## config.mk

```make
export PLATFORM = sky130hd
export DESIGN_NAME = cnn_tile_sched
export DESIGN_NICKNAME = d
export VERILOG_FILES = /design/src/rtl/cnn_tile_sched_pkg.sv /design/src/rtl/cnn_sched_wdog.sv /design/src/rtl/cnn_tile_sched.sv
export SDC_FILE = /design/constraint.sdc
export NUM_CORES = 1
export LEC_CHECK = 0
export ABC_AREA = 0
export CAP_MARGIN = 20
export CORE_AREA = 2 2 136 138
export DETAILED_ROUTE_END_ITERATION = 12
export DIE_AREA = 0 0 138 140
export MAX_ROUTING_LAYER = met4
export PLACE_DENSITY_LB_ADDON = 0.12
export SLEW_MARGIN = 20
export SYNTH_ARGS = -nofsm -noshare
export SYNTH_HDL_FRONTEND = slang
export SYNTH_SLANG_ARGS = --single-unit
```

## constraint.sdc

```tcl
create_clock -name clk -period 3.21 [get_ports clk]
set_input_delay 0.642 -clock clk [delete_from_list [all_inputs] [get_ports clk]]
set_output_delay 0.642 -clock clk [all_outputs]
set_load 0.02 [all_outputs]
```

## src/rtl/cnn_tile_sched_pkg.sv

```systemverilog
// Shared constants and state encoding for the CNNBuffer layer/tile scheduler.
// Field widths mirror the CNNBuffer configuration port widths.
package cnn_tile_sched_pkg;

  localparam int unsigned KernelWidth       = 4;
  localparam int unsigned BufferWidth       = 16;
  localparam int unsigned BufferDepth       = 16;
  localparam int unsigned StrideWidth       = 2;
  localparam int unsigned BwW               = $clog2(BufferWidth);
  localparam int unsigned BdW               = $clog2(BufferDepth);
  localparam int unsigned WdogCyclesDefault = 4096;

  typedef enum logic [2:0] {
    StIdle,
    StStart,
    StRun,
    StDrain,
    StFinal,
    StNext,
    StDone
  } sched_state_e;

endpackage

```

## src/rtl/cnn_sched_wdog.sv

```systemverilog
// Per-tile watchdog: counts enabled cycles since the last window and flags
// expiry on the cycle that would reach Cycles.
module cnn_sched_wdog #(
  parameter int unsigned Cycles = 4096
) (
  input  logic clk,
  input  logic rst,
  input  logic clr,
  input  logic en,
  input  logic kick,
  output logic expire
);

  localparam int unsigned CntW = $clog2(Cycles + 1);

  logic [CntW-1:0] cnt_q, cnt_d;

  always_comb begin
    cnt_d = cnt_q;
    if (clr || kick) begin
      cnt_d = '0;
    end else if (en) begin
      cnt_d = cnt_q + 1'b1;
    end
  end

  // A window arriving this cycle rescues the tile even at the limit.
  assign expire = en && !kick && !clr && (cnt_q == CntW'(Cycles - 1));

  always_ff @(posedge clk) begin
    if (rst) begin
      cnt_q <= '0;
    end else begin
      cnt_q <= cnt_d;
    end
  end

endmodule

```

## src/rtl/cnn_tile_sched.sv

```systemverilog
// Layer/tile scheduler: latches a layer descriptor, sequences req/req_final per
// tile for one CNNBuffer, counts windows and abandons hung tiles.
module cnn_tile_sched
  import cnn_tile_sched_pkg::*;
#(
  parameter int unsigned TILE_CNT_W  = 16,
  parameter int unsigned ADDR_W      = 32,
  parameter int unsigned WDOG_CYCLES = WdogCyclesDefault
) (
  input  logic                   clk,
  input  logic                   rst,
  input  logic                   cfg_valid,
  output logic                   cfg_ready,
  input  logic [KernelWidth-1:0] cfg_kw,
  input  logic [KernelWidth-1:0] cfg_kh,
  input  logic [BwW-1:0]         cfg_bw,
  input  logic [BdW-1:0]         cfg_bd,
  input  logic [StrideWidth-1:0] cfg_stride,
  input  logic [TILE_CNT_W-1:0]  cfg_tiles,
  input  logic [ADDR_W-1:0]      cfg_base,
  input  logic [ADDR_W-1:0]      cfg_tile_step,
  output logic [KernelWidth-1:0] kernel_width_o,
  output logic [KernelWidth-1:0] kernel_height_o,
  output logic [BwW-1:0]         buffer_width_o,
  output logic [BdW-1:0]         buffer_depth_o,
  output logic [StrideWidth-1:0] stride_o,
  output logic                   buf_req,
  output logic                   buf_req_final,
  input  logic                   buf_window_valid,
  input  logic                   buf_window_finish,
  output logic                   buf_window_stall,
  input  logic                   pe_ready,
  input  logic                   abort,
  output logic [ADDR_W-1:0]      tile_addr,
  output logic [TILE_CNT_W-1:0]  tile_idx,
  output logic [31:0]            win_cnt,
  output logic                   busy,
  output logic                   done,
  output logic                   err_wdog
);

  sched_state_e           state_q, state_d;
  logic [KernelWidth-1:0] kw_q, kw_d, kh_q, kh_d;
  logic [BwW-1:0]         bw_q, bw_d;
  logic [BdW-1:0]         bd_q, bd_d;
  logic [StrideWidth-1:0] stride_q, stride_d;
  logic [TILE_CNT_W-1:0]  last_q, last_d, idx_q, idx_d;
  logic [ADDR_W-1:0]      step_q, step_d, addr_q, addr_d;
  logic [31:0]            win_q, win_d;
  logic                   req_q, req_d, fin_q, fin_d, done_q, done_d;
  logic                   err_q, err_d, guard_q, guard_d, abort_q, abort_d;
  logic                   in_win, wdog_expire;

  assign in_win = (state_q == StRun) || (state_q == StDrain);

  cnn_sched_wdog #(
    .Cycles(WDOG_CYCLES)
  ) u_wdog (
    .clk   (clk),
    .rst   (rst),
    .clr   (state_q == StStart),
    .en    ((state_q == StRun) && pe_ready),
    .kick  (buf_window_valid),
    .expire(wdog_expire)
  );

  always_comb begin
    state_d  = state_q;
    kw_d     = kw_q;
    kh_d     = kh_q;
    bw_d     = bw_q;
    bd_d     = bd_q;
    stride_d = stride_q;
    last_d   = last_q;
    step_d   = step_q;
    addr_d   = addr_q;
    idx_d    = idx_q;
    win_d    = win_q;
    err_d    = err_q;
    abort_d  = abort_q;
    req_d    = 1'b0;
    fin_d    = 1'b0;
    done_d   = 1'b0;
    guard_d  = 1'b0;

    if (in_win && buf_window_valid && (win_q != '1)) begin
      win_d = win_q + 32'd1;
    end

    unique case (state_q)
      StIdle: begin
        if (cfg_valid) begin
          kw_d     = cfg_kw;
          kh_d     = cfg_kh;
          bw_d     = cfg_bw;
          bd_d     = cfg_bd;
          stride_d = cfg_stride;
          last_d   = (cfg_tiles == '0) ? '0 : cfg_tiles - TILE_CNT_W'(1);
          step_d   = cfg_tile_step;
          addr_d   = cfg_base;
          idx_d    = '0;
          win_d    = '0;
          err_d    = 1'b0;
          abort_d  = 1'b0;
          req_d    = 1'b1;
          state_d  = StStart;
        end
      end
      StStart: begin
        if (abort) begin
          abort_d = 1'b1;
          fin_d   = 1'b1;
          state_d = StFinal;
        end else begin
          guard_d = 1'b1;
          state_d = StRun;
        end
      end
      StRun: begin
        // First RUN cycle still sees the buffer's finish flag from the last tile.
        if (abort) begin
          abort_d = 1'b1;
          fin_d   = 1'b1;
          state_d = StFinal;
        end else if (!guard_q && buf_window_finish) begin
          state_d = StDrain;
        end else if (wdog_expire) begin
          err_d   = 1'b1;
          fin_d   = 1'b1;
          state_d = StFinal;
        end
      end
      StDrain: begin
        if (abort) begin
          abort_d = 1'b1;
        end
        fin_d   = 1'b1;
        state_d = StFinal;
      end
      StFinal: begin
        if (abort_q) begin
          done_d  = 1'b1;
          state_d = StDone;
        end else begin
          state_d = StNext;
        end
      end
      StNext: begin
        if (abort || (idx_q == last_q)) begin
          done_d  = 1'b1;
          state_d = StDone;
        end else begin
          idx_d   = idx_q + TILE_CNT_W'(1);
          addr_d  = addr_q + step_q;
          req_d   = 1'b1;
          state_d = StStart;
        end
      end
      StDone:  state_d = StIdle;
      default: state_d = StIdle;
    endcase
  end

  always_ff @(posedge clk) begin
    if (rst) begin
      state_q  <= StIdle;
      kw_q     <= '0;
      kh_q     <= '0;
      bw_q     <= '0;
      bd_q     <= '0;
      stride_q <= '0;
      last_q   <= '0;
      step_q   <= '0;
      addr_q   <= '0;
      idx_q    <= '0;
      win_q    <= '0;
      err_q    <= 1'b0;
      abort_q  <= 1'b0;
      req_q    <= 1'b0;
      fin_q    <= 1'b0;
      done_q   <= 1'b0;
      guard_q  <= 1'b0;
    end else begin
      state_q  <= state_d;
      kw_q     <= kw_d;
      kh_q     <= kh_d;
      bw_q     <= bw_d;
      bd_q     <= bd_d;
      stride_q <= stride_d;
      last_q   <= last_d;
      step_q   <= step_d;
      addr_q   <= addr_d;
      idx_q    <= idx_d;
      win_q    <= win_d;
      err_q    <= err_d;
      abort_q  <= abort_d;
      req_q    <= req_d;
      fin_q    <= fin_d;
      done_q   <= done_d;
      guard_q  <= guard_d;
    end
  end

  assign cfg_ready        = (state_q == StIdle);
  assign busy             = (state_q != StIdle);
  assign buf_window_stall = in_win ? ~pe_ready : 1'b1;
  assign kernel_width_o   = kw_q;
  assign kernel_height_o  = kh_q;
  assign buffer_width_o   = bw_q;
  assign buffer_depth_o   = bd_q;
  assign stride_o         = stride_q;
  assign buf_req          = req_q;
  assign buf_req_final    = fin_q;
  assign done             = done_q;
  assign err_wdog         = err_q;
  assign tile_addr        = addr_q;
  assign tile_idx         = idx_q;
  assign win_cnt          = win_q;

endmodule

```

# Word level (Yosys, flattened, before mapping)
# Cells that the tools add are included.
[totals] register_bits=168 out_inout_bits=105 elab_cells=105 mem_bits_ro=0 mem_count=0 ram_bits=0 input_bits=105 latchBits=0
[classes] n_reduce_logical=27 div=0 addsub=5 n_mul=0 bitwise=2 shifts=0 n_eq_ne=15 mux=38 magnitude_cmp=0
[ops] op="$mux W32" n=5
[ops] op="$pmux W32 S2" n=1
[ops] op="$mux W16" n=3
[ops] op="$add A32 B1 Y32 const B" n=1
[ops] op="$add A32 B32 Y32" n=1
[ops] op="$ne A32 B32 Y1 const B" n=1
[ops] op="$pmux W16 S2" n=1
[ops] op="$mux W3" n=6
[ops] op="$pmux W3 S6" n=1
[ops] op="$add A16 B1 Y16 const B" n=1
[ops] op="$eq A16 B16 Y1" n=1
[ops] op="$logic_not A16 Y1" n=1
[ops] op="$sub A16 B1 Y16 const B" n=1
[ops] op="$mux W1" n=15
[ops] op="$add A13 B1 Y13 const B" n=1
[ops] op="$eq A13 B12 Y1 const B" n=1
[ops] op="$ne A2 B2 Y1 const B" n=4
[ops] op="$pmux W1 S2" n=4
[ops] op="$logic_and A1 B1 Y1" n=7
[ops] op="$eq A3 B2 Y1 const B" n=2
[ops] op="$eq A3 B3 Y1 const B" n=2
[ops] op="$reduce_and A3 Y1" n=2
[ops] op="$reduce_bool A2 Y1" n=3
[ops] op="$reduce_and A5 Y1" n=1
[ops] op="13 further kinds" n=21

# Logic depth before layout (Yosys ltp)
[logic_depth] depth_word=9 ltp_mapped=12 ltp_nobuf=11

# Modules after synthesis
# From an unflattened synthesis, not the netlist that was laid out.
[hier_totals] hier_cells=1113 hier_area_um2=9022.4
[by_module_without_submodules] module="cnn_tile_sched" area_each_um2=8385.5 seq_area_each_um2=3103.0 instances=1 cells_each=1044
[by_module_without_submodules] module="cnn_sched_wdog" area_each_um2=636.9 seq_area_each_um2=260.2 instances=1 cells_each=69

# Worst setup path before layout
# OpenSTA, ideal clock, no wires.
[synth_timing] kind="register to register" from="reg addr_q[0], in the netlist tile_addr[0]" to="reg addr_q[28], in the netlist tile_addr[28]" slack_ns=0.357 setup_ns=0.126 n_path_buf=0 arrival_time_ns=2.727 path_stages_with_launch=12 synth_period_minus_slack_ns=2.853 required_time_ns=3.084 path_cell_list="dfxtp_1 ha_1 fa_1 a21o_1 a21oi_1 o211ai_1 a21oi_1 o21ai_1 a31o_2 a31oi_1 nor4b_1 nor4_1"
[synth_via] elab_chain_cells=3
[synth_lines] item="start, declared" line_no="cnn_tile_sched.sv:48" source="logic [ADDR_W-1:0] step_q, step_d, addr_q, addr_d;"
[synth_lines] item="start signal, assigned" line_no="cnn_tile_sched.sv:192" source="addr_q <= addr_d;"
[synth_lines] item="$add A32 B32 Y32" line_no="cnn_tile_sched.sv:154" source="addr_d = addr_q + step_q;"
[synth_lines] item="$mux W32" line_no="cnn_tile_sched.sv:149" source="if (abort || (idx_q == last_q)) begin"
[synth_lines] item="$pmux W32 S2" line_no="cnn_tile_sched.sv:90" source="unique case (state_q)"
# No other way between the ends. The select of a mux whose other input is x is not followed.
# A chain may end at the register's enable or synchronous reset.

# Worst setup path after layout
# Ends and elaborated chain as after synthesis.

==> flow_metrics.env <==
export IMPL_path_depth=11
export IMPL_synth_ff_type="dfxtp_1"
export IMPL_finalNetCount=1427
export IMPL_portBuffers=209
export IMPL_vdd_ir_drop_max_mv=0.405
export IMPL_grt_pass1_wl_mm=38.3
export IMPL_drc=0
export IMPL_cp_required_ns=3.51
export IMPL_synth_seq_cells=168
export IMPL_drtPass1Iterations=5
export IMPL_rr_startpoint="tile_addr[0]$_SDFFE_PP0P_"
export IMPL_overflow=0
export IMPL_fin_crit_sh_pct=92.7
export IMPL_syn_avg_cell_area_um2=8.06
export IMPL_synth_cell_type_count=70
export IMPL_fmax_mhz=336
export IMPL_grt_max_degree=69
export IMPL_setup_viol=0
export IMPL_r2r_cells=11
export IMPL_drv_slew=0
export IMPL_finalClockSkew_ns=0.0106
export IMPL_fin_area_um2=11700
export IMPL_avgRoutedWirePerCell_um=15.1
export IMPL_synthToLayoutAreaGrowth_pct=32.5
export IMPL_cts_path_max_buffers=2
export IMPL_htree_levels=4
export IMPL_drive_gt1_share_pct=5.64
export IMPL_slowest_delay_ns=0.41
export IMPL_place_gp_congestion=0.903
export IMPL_die_area_um2=19300
export IMPL_cp_start_kind="flip-flop"
export IMPL_die_w_um=138
export IMPL_critPathMostFrequentCell="a21oi_1"
export IMPL_tritoncts="done"
export IMPL_placedInstanceArea_um2=11100
export IMPL_first_global_vias=7930
export IMPL_yosys_area_top_type="dfxtp_1"
export IMPL_crit_start="tile_addr[0]$_SDFFE_PP0P_"
export IMPL_synth_edf_count=0
export IMPL_muxShareOfSynthArea_pct=1.36
export IMPL_worstPathMaxFanout=4
export IMPL_post_drt_via_cell_ratio=5.48
export IMPL_yosys_area_share_simple_pct=23.8
export IMPL_cts_num_sinks=168
export IMPL_status="complete, no violations"
export IMPL_worstPathArrival_ns=3.28
export IMPL_syn_nets=1235
export IMPL_postRouteAntennaNets=0
export IMPL_crit_path_end_kind="flip-flop"
export IMPL_insertion_delay_ns=0.43
export IMPL_synth_area_um2=8810
export IMPL_synth_compound_area_share_pct=17.7
export IMPL_yosysWarnings=0
export IMPL_postCtsSetupBuffers=0
export IMPL_crit_slowest_cell="fa_1"
export IMPL_antenna_found_initial=0
export IMPL_fp_coreArea_um2=17800
export IMPL_final_common_cell="clkdlybuf4s50_1"
export IMPL_power_density_nw_per_um2=566
export IMPL_synth_seq_area_share_pct=38.2
export IMPL_cp_num_buf_inv=0
export IMPL_fin_crit_ns=2.98
export IMPL_initial_core_util_pct=49.5
export IMPL_rr_endpoint="tile_addr[28]$_SDFFE_PP0P_"
export IMPL_rows=49
export IMPL_rsz0062_at_grt="false"
export IMPL_dr_first_iter_drc_count=471
export IMPL_crit_end="tile_addr[28]$_SDFFE_PP0P_"
export IMPL_routed_wl_mm=23.0
export IMPL_hold_viol=0
export IMPL_cts_root_buf="clkbuf_16"
export IMPL_antenna_cells=0
export IMPL_synth_cells=1093
export IMPL_grtUsageTotal_pct=24.4
export IMPL_yosysTopAreaCellShare_pct=38.2
export IMPL_cts_buffers=17
export IMPL_tns_ns=0
export IMPL_synth_top_family_by_area="simple AND/OR/NAND/NOR gates"
export IMPL_synth_fa_ha_area_share_pct=5.34
export IMPL_hp_class="flip-flop to flip-flop"
export IMPL_vias=8346
export IMPL_power_leakage_nw=4.53
export IMPL_maxCapViolCount=0
export IMPL_cts_reportedPaths_clkPinSlew_ns=0.07
export IMPL_pin_count=210
export IMPL_maxSlewHeadroom_pct=36.4
export IMPL_netlist_top_cells_area="dfxtp_1 38%, nand2_1 8.7%, xor2_1 6.7%"
export IMPL_synth_async_sr_flop_share_pct=0
export IMPL_path_class="flip-flop to flip-flop"
export IMPL_crit_family="compound AO/OA/AOI/OAI gates"
export IMPL_path_cells="ha_1 -> fa_1 -> a21o_1 -> a21oi_1 -> o211ai_1 -> a21oi_1 -> o21ai_1 -> a31o_2 -> a31oi_2 -> nor4b_1 -> nor4_1"
export IMPL_worstMarginPinSlew_ns=0.951
export IMPL_r2r_setup_slack_ns=0.23
export IMPL_post_dp_hpwl_mm=16.7
export IMPL_final_cell_mix="208 x clkdlybuf4s50_1, 205 x nand2_1, 168 x dfxtp_1"
export IMPL_die_y_um=140
export IMPL_synth_xor_area_share_pct=10.0
[what timing repair did]
action / CTS / global route
setup endpoints to repair: 0 / 1
gates resized for setup: 0 / 1
hold buffers: 0 / 0
[synth_stat cells (all sizes together) (2+ instances only)]
| cell | count |
|---|---|
| a2111oi | 2 |
| a211oi | 10 |
| a21o | 19 |
| a21oi | 101 |
| a221oi | 8 |
| a311oi | 15 |
| a31o | 4 |
| a31oi | 10 |
| a32oi | 3 |
| a41oi | 2 |
| and2 | 9 |
| and3 | 17 |
| and4 | 4 |
| buf | 13 |
| clkbuf | 40 |
| dfxtp | 168 |
| ha | 36 |
| inv | 17 |
| mux2i | 12 |
| nand2 | 207 |
| nand2b | 5 |
| nand3 | 24 |
| nand3b | 2 |
| nand4 | 17 |
| nand4b | 3 |
| nor2 | 116 |
| nor2b | 7 |
| nor3 | 13 |
| nor3b | 2 |
| nor4 | 13 |
| o211ai | 4 |
| o21a | 3 |
| o21ai | 55 |
| o31a | 2 |
| o31ai | 3 |
| or2 | 2 |
| or3 | 13 |
| xnor2 | 34 |
| xor2 | 67 |
[registers in the layout (all words and copies together), names as in the netlist]
name             flops
kernel_height_o      4
buf_req_final        1
win_cnt             32
abort_q              1
buffer_depth_o       4
guard_q              1
step_q              32
buffer_width_o       4
kernel_width_o       4
state_q              3
tile_addr           32
buf_req              1
stride_o             2
err_wdog             1
u_wdog.cnt_q        13
last_q              16
done                 1
tile_idx            16
[through the flow]
step	utilization (%)	setup slack [ns]	instances	hold slack (ns)	power, W
after detailed placement	62.3	0.149	1495	0.446	0.00456
after global routing	65.6	0.0188	1524	0.473	0.00697
after CTS	65.6	0.137	1524	0.454	0.00664
after global placement	62.3	0.276	1495	0.441	0.00455
after floorplan	-	0.357	1093	0.437	0.00381
final	65.6	0.235	1524	0.453	0.00661
[where the power goes]
group	switching (W)	leakage, nW	internal, W
clock network	0.000841	0.278	0.00124
registers	0.000191	1.37	0.00231
logic	0.00116	2.88	0.000864
[cells by family (layout without fill, tap and decap cells)]
family          after synthesis  count (layout)
compound gates              248             248
xor+xnor                    101             101
fa+ha+maj                    37              37
buf+inv                      70             272
flops                       168             168
mux                          12              12
simple gates                457             457
[cell type report]
| class | instances | area (um^2) |
|---|---|---|
| multi-input cells | 855 | 5140 |
| clock buffers | 19 | 443 |
| clock inverters | 10 | 148 |
| repair buffers | 226 | 2230 |
| well taps | 229 | 287 |
| fillers | 1586 | 6110 |
| flip-flops and latches | 168 | 3360 |
| inverters | 17 | 63.8 |
[per-layer routing]
metal	part of all wire, %	GRT usage, %	vias to the layer above
li1	-	-	4202
met1	47	31.1	3855
met2	46	39.5	254
met3	4.7	4.24	35
met4	2.4	8.27	0
met5	0	-	-
[worst min-delay path by stage]
| stage | end | from | cells past startpoint |
|---|---|---|---|
| final | kernel_height_o[3]$_SDFFE_PP0P_ | kernel_height_o[3]$_SDFFE_PP0P_ | 2 |
| after global routing | buffer_depth_o[0]$_SDFFE_PP0P_ | buffer_depth_o[0]$_SDFFE_PP0P_ | 2 |
| after CTS | kernel_height_o[1]$_SDFFE_PP0P_ | kernel_height_o[1]$_SDFFE_PP0P_ | 2 |
| after detailed placement | kernel_height_o[1]$_SDFFE_PP0P_ | kernel_height_o[1]$_SDFFE_PP0P_ | 2 |
| after global placement | buffer_width_o[1]$_SDFFE_PP0P_ | buffer_width_o[1]$_SDFFE_PP0P_ | 2 |
| after floorplan | last_q[14]$_SDFFE_PP0P_ | last_q[14]$_SDFFE_PP0P_ | 2 |
[worst reg2reg max path, stage by stage (launching register included)]
cell,delay [ns]
dfxtp_1,0.32
ha_1,0.23
fa_1,0.41
a21o_1,0.19
a21oi_1,0.19
o211ai_1,0.18
a21oi_1,0.23
o21ai_1,0.17
a31o_2,0.30
a31oi_2,0.25
nor4b_1,0.28
nor4_1,0.08
(Power assumes the default switching activity.)
